## src/rtl/spi_master_multi.sv

```systemverilog
// rtl/spi_master_multi.sv - parametrised full-duplex SPI master with one-hot-low slave selects
module spi_master_multi #(
    parameter int DATA_W     = 8,
    parameter int NUM_SS     = 4,
    parameter int MSB_FIRST  = 1,
    parameter int GAP_CYCLES = 1,
    localparam int SEL_W     = (NUM_SS > 1) ? $clog2(NUM_SS) : 1
) (
    input  logic              SCK,
    input  logic              reset,
    input  logic              tx_valid,
    output logic              tx_ready,
    input  logic [DATA_W-1:0] tx_data,
    input  logic [SEL_W-1:0]  tx_ss_sel,
    output logic              rx_valid,
    output logic [DATA_W-1:0] rx_data,
    output logic              ss_err,
    output logic              busy,
    output logic [NUM_SS-1:0] SSB,
    output logic              MOSI,
    input  logic              MISO
);
    localparam int CNT_W = $clog2(DATA_W);
    localparam logic [CNT_W-1:0] LAST_BIT = CNT_W'(DATA_W - 1);

    localparam logic [1:0] S_IDLE  = 2'd0;
    localparam logic [1:0] S_SHIFT = 2'd1;
    localparam logic [1:0] S_GAP   = 2'd2;

    logic [1:0]        state_q, state_d;
    logic [DATA_W-1:0] tx_shift_q, tx_shift_d;
    logic [DATA_W-1:0] rx_shift_q, rx_shift_d;
    logic [DATA_W-1:0] rx_next;
    logic [CNT_W-1:0]  bit_cnt_q, bit_cnt_d;
    logic [3:0]        gap_cnt_q, gap_cnt_d;
    logic [NUM_SS-1:0] ssb_q, ssb_d;
    logic              mosi_q, mosi_d;
    logic              rx_valid_q, rx_valid_d;
    logic [DATA_W-1:0] rx_data_q, rx_data_d;
    logic              ss_err_q, ss_err_d;
    logic              busy_q, busy_d;

    assign tx_ready = (state_q == S_IDLE) && reset;

    // tx_shift holds the bits still to be sent, already aligned so the next bit sits at the output end
    always_comb begin
        state_d    = state_q;
        tx_shift_d = tx_shift_q;
        rx_shift_d = rx_shift_q;
        bit_cnt_d  = bit_cnt_q;
        gap_cnt_d  = gap_cnt_q;
        ssb_d      = ssb_q;
        mosi_d     = mosi_q;
        rx_data_d  = rx_data_q;
        rx_valid_d = 1'b0;
        ss_err_d   = 1'b0;

        if (MSB_FIRST != 0) begin
            rx_next = {rx_shift_q[DATA_W-2:0], MISO};
        end else begin
            rx_next = {MISO, rx_shift_q[DATA_W-1:1]};
        end

        case (state_q)
            S_IDLE: begin
                if (tx_valid && tx_ready) begin
                    state_d   = S_SHIFT;
                    bit_cnt_d = '0;
                    if (MSB_FIRST != 0) begin
                        mosi_d     = tx_data[DATA_W-1];
                        tx_shift_d = tx_data << 1;
                    end else begin
                        mosi_d     = tx_data[0];
                        tx_shift_d = tx_data >> 1;
                    end
                    for (int i = 0; i < NUM_SS; i++) begin
                        ssb_d[i] = (tx_ss_sel != SEL_W'(i));
                    end
                    ss_err_d = (32'(tx_ss_sel) >= 32'(NUM_SS));
                end
            end
            S_SHIFT: begin
                rx_shift_d = rx_next;
                if (bit_cnt_q == LAST_BIT) begin
                    rx_data_d  = rx_next;
                    rx_valid_d = 1'b1;
                    ssb_d      = '1;
                    mosi_d     = 1'b0;
                    gap_cnt_d  = 4'(GAP_CYCLES - 1);
                    state_d    = (GAP_CYCLES == 0) ? S_IDLE : S_GAP;
                end else begin
                    bit_cnt_d = bit_cnt_q + CNT_W'(1);
                    if (MSB_FIRST != 0) begin
                        mosi_d     = tx_shift_q[DATA_W-1];
                        tx_shift_d = tx_shift_q << 1;
                    end else begin
                        mosi_d     = tx_shift_q[0];
                        tx_shift_d = tx_shift_q >> 1;
                    end
                end
            end
            S_GAP: begin
                if (gap_cnt_q == 4'd0) begin
                    state_d = S_IDLE;
                end else begin
                    gap_cnt_d = gap_cnt_q - 4'd1;
                end
            end
            default: state_d = S_IDLE;
        endcase

        busy_d = (state_d != S_IDLE);
    end

    always_ff @(posedge SCK or negedge reset) begin
        if (!reset) begin
            state_q    <= S_IDLE;
            tx_shift_q <= '0;
            rx_shift_q <= '0;
            bit_cnt_q  <= '0;
            gap_cnt_q  <= '0;
            ssb_q      <= '1;
            mosi_q     <= 1'b0;
            rx_valid_q <= 1'b0;
            rx_data_q  <= '0;
            ss_err_q   <= 1'b0;
            busy_q     <= 1'b0;
        end else begin
            state_q    <= state_d;
            tx_shift_q <= tx_shift_d;
            rx_shift_q <= rx_shift_d;
            bit_cnt_q  <= bit_cnt_d;
            gap_cnt_q  <= gap_cnt_d;
            ssb_q      <= ssb_d;
            mosi_q     <= mosi_d;
            rx_valid_q <= rx_valid_d;
            rx_data_q  <= rx_data_d;
            ss_err_q   <= ss_err_d;
            busy_q     <= busy_d;
        end
    end

    assign SSB      = ssb_q;
    assign MOSI     = mosi_q;
    assign rx_valid = rx_valid_q;
    assign rx_data  = rx_data_q;
    assign ss_err   = ss_err_q;
    assign busy     = busy_q;
endmodule

```

## config.mk

```make
export PLATFORM = sky130hd
export DESIGN_NAME = spi_master_multi
export DESIGN_NICKNAME = d
export VERILOG_FILES = /design/src/rtl/spi_master_multi.sv
export SDC_FILE = /design/constraint.sdc
export NUM_CORES = 1
export LEC_CHECK = 0
export ABC_AREA = 1
export BUFFER_PORTS_ARGS = -buffer_cell sky130_fd_sc_hd__buf_2
export CORE_AREA = 8 8 71 73
export CTS_CLUSTER_DIAMETER = 30
export DETAILED_ROUTE_END_ITERATION = 10
export DIE_AREA = 0 0 79 81
export PLACE_DENSITY = 0.68
export SKIP_LAST_GASP = 1
export SLEW_MARGIN = 20
export SYNTH_ARGS = -nofsm -noshare
export SYNTH_HDL_FRONTEND = slang
export SYNTH_SLANG_ARGS = --single-unit
```

## constraint.sdc

```tcl
create_clock -name SCK -period 4.3 [get_ports SCK]
set_input_delay 0 -clock SCK [delete_from_list [all_inputs] [get_ports SCK]]
set_output_delay 0 -clock SCK [all_outputs]
set_load 0.01 [all_outputs]
```

## Word-level counts from Yosys, hierarchy flattened

Index checks and enable logic that the tools add are counted.
W data, S select, Z words.

- Input port bits: 14
- Bits in registers: 39
- Output and inout port bits: 17
- Logic and storage cells: 56

- Multiplexer cells: 21
- Add/subtract/negate cells: 2
- Eq/ne operators: 10
- Reductions and logical operators: 13

Operators by type and width:

| kind | count |
|---|---|
| $mux W4 | 4 |
| $mux W8 | 2 |
| $pmux W4 S2 | 2 |
| $pmux W8 S2 | 1 |
| $ne A2 B2 Y1 const B | 5 |
| $reduce_and A3 Y1 | 3 |
| $reduce_bool A2 Y1 | 4 |
| $mux W2 | 3 |
| $mux W3 | 2 |
| $pmux W2 S3 | 1 |
| $pmux W3 S2 | 1 |
| $logic_not A4 Y1 | 1 |
| $mux W1 | 4 |
| $ne A2 B1 Y1 const B | 2 |
| $reduce_and A2 Y1 | 2 |
| $sub A4 B1 Y4 const B | 1 |
| $add A3 B1 Y3 const B | 1 |
| $eq A3 B3 Y1 const B | 1 |
| $eq A2 B1 Y1 const B | 1 |
| $eq A2 B2 Y1 const B | 1 |
| $logic_and A1 B1 Y1 | 2 |
| $logic_not A2 Y1 | 1 |
| $pmux W1 S2 | 1 |

## Depth between registers and ports, before layout

- Depth after elaboration: 6
- Mapped depth: 8
- Gate-level depth less buffers: 8

## Worst setup path before layout

OpenSTA, ideal clock, no wires.

- Kind: flip-flop to flip-flop
- From: register bit_cnt_q[0]
- To: register tx_shift_q[2]
- Stages on the path, launching flop included: 8
- Setup time: 116 ps
- Data required time: 4184 ps
- Path buffers: 1
- Setup slack: 2947 ps
- Arrival time: 1236 ps
- Clock period less this slack: 1353 ps
- Cells stage by stage: dfrtp_1 ha_1 ha_1 inv_1 nand2_2 buf_6 nand3_1 nand2_1

- Longest elaborated chain between the ends: 3

RTL lines:

| what | line | RTL |
|---|---|---|
| start, declared | 34 | `logic [CNT_W-1:0] bit_cnt_q, bit_cnt_d;` |
| start signal, assigned | 132 | `bit_cnt_q <= bit_cnt_d;` |
| $eq A3 B3 Y1 | 84 | `if (bit_cnt_q == LAST_BIT) begin` |
| $ne A2 B2 Y1 (no source line) | -- |  |
| $reduce_and A3 Y1 (no source line) | -- |  |
| end signal, assigned | 130 | `tx_shift_q <= tx_shift_d;` |
| end, declared | 31 | `logic [DATA_W-1:0] tx_shift_q, tx_shift_d;` |

No other way between the ends.
A chain may end at the register's enable or synchronous reset.

## Worst setup path after layout

- From: register bit_cnt_q[0]
- To: register tx_shift_q[3]

The elaborated chain is that of the path after synthesis.

==> flow_summary.ini <==
[cts]
cts.path.max_buffers = 2
clk_latency_ns = 0.29
numCtsBuffers = 5
cts_root_buf = clkbuf_8
numClockSinks = 38
clk_pin_slew_ns = 0.07
tritoncts = built
post_cts_resized = 0
htreeDepth = 2

[synth]
synth_cells = 209
synth_area_leaders = dfrtp_1 (47%), nand2_1 (17%), nand3_1 (7.5%), dfstp_2 (5.8%), inv_1 (4.1%)
synth-edff-count = 0
synthFlopType = dfrtp_1
synth_top_cell_by_area = dfrtp_1
synth.avg_cell_area_um2 = 8.67
syn-cell-area_um2 = 1810
ys_warn_count = 0
synth_cell_types = 20
async_flop_share_pct = 100
seq_area_frac_synth_pct = 52.7
synth.most_common_cell = nand2_1
ys_seq_elements = 38
synth_top_area_share_pct = 46.9
synth_nets = 227
synth_common_cells = nand2_1 (82), dfrtp_1 (34), nand3_1 (27)

[grt]
antenna_found_initial = 0
grt_pass1_wl_mm = 5.88
grt_overflow_total = 0
first_global_vias = 1278
grt_max_degree = 41
grtUsageTotal_pct = 11.6

[floorplan]
io_pins = 31
die_w_um = 79
fp.coreArea_um2 = 3910
rows = 23
start_util_pct = 46.3
dieArea_um2 = 6400
die_height_um = 81

[power_and_ir_drop]
clkPwrFrac_pct = 18.2
cellPowerDensity_nw_per_um2 = 662
p_sw_share_pct = 39.0
p_int_w = 0.000837
ir_worst_vdd_mv = 0.321
total_power_w = 0.00137
power_frac_comb_pct = 38.9
p_leak_nw = 1.16
p_switching_w = 0.000535
seq_power_share_pct = 42.9

[worst_setup_path]
worst-path-buf-inv = 1
startpoint = bit_cnt_q[0]$_DFFE_PN0P_
path_delay_family = simple AND/OR/NAND/NOR gates
r2r_start = bit_cnt_q[0]$_DFFE_PN0P_
worst-endpoint-arrival_ns = 1.75
path_class = reg -> reg
crit_path_top_delay_cell = dfrtp_1
critPathMaxStageDelay_ns = 0.39
crit_required_ns = 4.53
cp_cell_sequence = ha_1, ha_1, inv_1, nand2_2, nand2_2, nand2_1, nand2_1
critPathCaptureType = register
cp_max_fo = 13
start_kind = register

[detailed_routing]
num_vias = 1384
drc = 0
vias_per_cell = 4.72
drtPass1Iterations = 4
ant_nets = 0
wire_per_inst_um = 11.8
initialDrtViolationCount = 76
wl_mm = 3.45

[finish]
area_growth_pct = 14.4
design_area_um2 = 2070
final_nets = 260
antenna_cells = 0
postLayoutCoreUtil_pct = 53.0
drive_gt1_share_pct = 21.8

[sta]
tightest_slew_ns = 0.506
max_slew_margin_pct = 66.3
setup_tns_ns = 0
skew_ns = 0.00750
fin_crit_ns = 1.52
hold_ws_ns = 0.00377
grt_setup_unrepaired = false
setup_viol = 0
min_period_over_period_pct = 35.4
final_hold_viol_count = 0
maxClockFrequency_mhz = 657
slew_violations = 0

[placement]
dpl_cell_area_um2 = 1950
dpl.hpwl_mm = 2.40
gp_congestion = 0.760
placement.io_buffers = 29

[outcome]
run_status = complete, no violations

[job]
max_cap_violations = 0

[worst_hold_path]
hp-start = tx_data[1]
hold_class = in -> reg
sequential cells by signal, summed over array words and instances, names as in the netlist:
signal,cells
MOSI,1
SSB,4
bit_cnt_q,3
busy,1
gap_cnt_q,4
rx_data,8
rx_shift_q,7
rx_valid,1
state_q,2
tx_shift_q,7
layer usage:
layer	vias up	wire length, um	track usage [%]
met3	7	185	4.19
met1	633	1650	14.2
met4	0	59	5.56
met5	-	0	0
li1	721	-	-
met2	23	1550	17.7
power groups by stage:
stage	logic [W]	clock network [W]	registers [W]
after floorplan	0.000397	0	0.000614
after global placement	0.000532	0	0.000594
after detailed placement	0.000545	0	0.000594
after CTS	0.000546	0.000256	0.000590
after global routing	0.000620	0.000269	0.000608
final	0.000533	0.000250	0.000589
path summary, 6_finish.rpt:
path | to | slack [ns] | cells past startpoint
setup / recovery | tx_shift_q[3]$_DFFE_PN0P_ | 2.78 | 7
hold / removal | tx_shift_q[2]$_DFFE_PN0P_ | 0.004 | 5
setup reg to reg | tx_shift_q[3]$_DFFE_PN0P_ | 2.78 | 7
hold reg to reg | rx_data[7]$_DFFE_PN0N_ | 0.48 | 2
max in group asynchronous | SSB[1]$_DFFE_PN1P_ | 3.63 | 3
min in group asynchronous | rx_data[6]$_DFFE_PN0N_ | 0.30 | 3
metrics by stage:
stage | worst slack (ns) | cells
2_1_floorplan | 2.95 | 209
3_3_place_gp | 2.86 | 282
3_5_place_dp | 2.78 | 282
4_1_cts | 2.77 | 293
5_1_grt | 2.60 | 293
6_report | 2.78 | 293
final cells by class:
cell class | instances | area, um^2
clock buffers | 8 | 90.1
fillers | 390 | 1840
inverters | 21 | 78.8
multi-input cells | 143 | 703
flip-flops and latches | 38 | 956
well taps | 50 | 62.6
repair buffers | 33 | 183
what timing repair did:
action	CTS	global route
hold buffers	3	0
hold endpoints to repair	37	0
buffers inserted	0	0
worst register-to-register path: cells and delay by family (launching register included):
kind	cells	cell delay [ns]
adders and majority gates	2	0.42
DFF	1	0.39
and+or+nand+nor	4	0.53
buffers and inverters	1	0.13
logic make-up after synthesis:
logic type	after synthesis	share of synthesized area [%]
and+or+nand+nor	122	30.2
DFF	38	52.7
adders and majority gates	4	2.76
buffers and inverters	28	8.49
AOI/OAI and AO/OA	16	5.66
other	1	0.207
cell usage in the layout, fill, tap and decap left out, types with 2 or more instances in the layout:
| cell | count |
|---|---|
| clkbuf_1 | 2 |
| o21ai_1 | 2 |
| dfstp_2 | 4 |
| dfrtp_1 | 34 |
| nand4_1 | 2 |
| ha_1 | 4 |
| dlygate4sd3_1 | 3 |
| nand2_2 | 2 |
| o21ai_0 | 8 |
| nand2_1 | 82 |
| clkbuf_8 | 6 |
| o21ai_2 | 6 |
| nand3_1 | 27 |
| nand2_4 | 2 |
| inv_1 | 20 |
| nor2_1 | 5 |
| buf_2 | 29 |
Power figures use the tool's default switching activity.
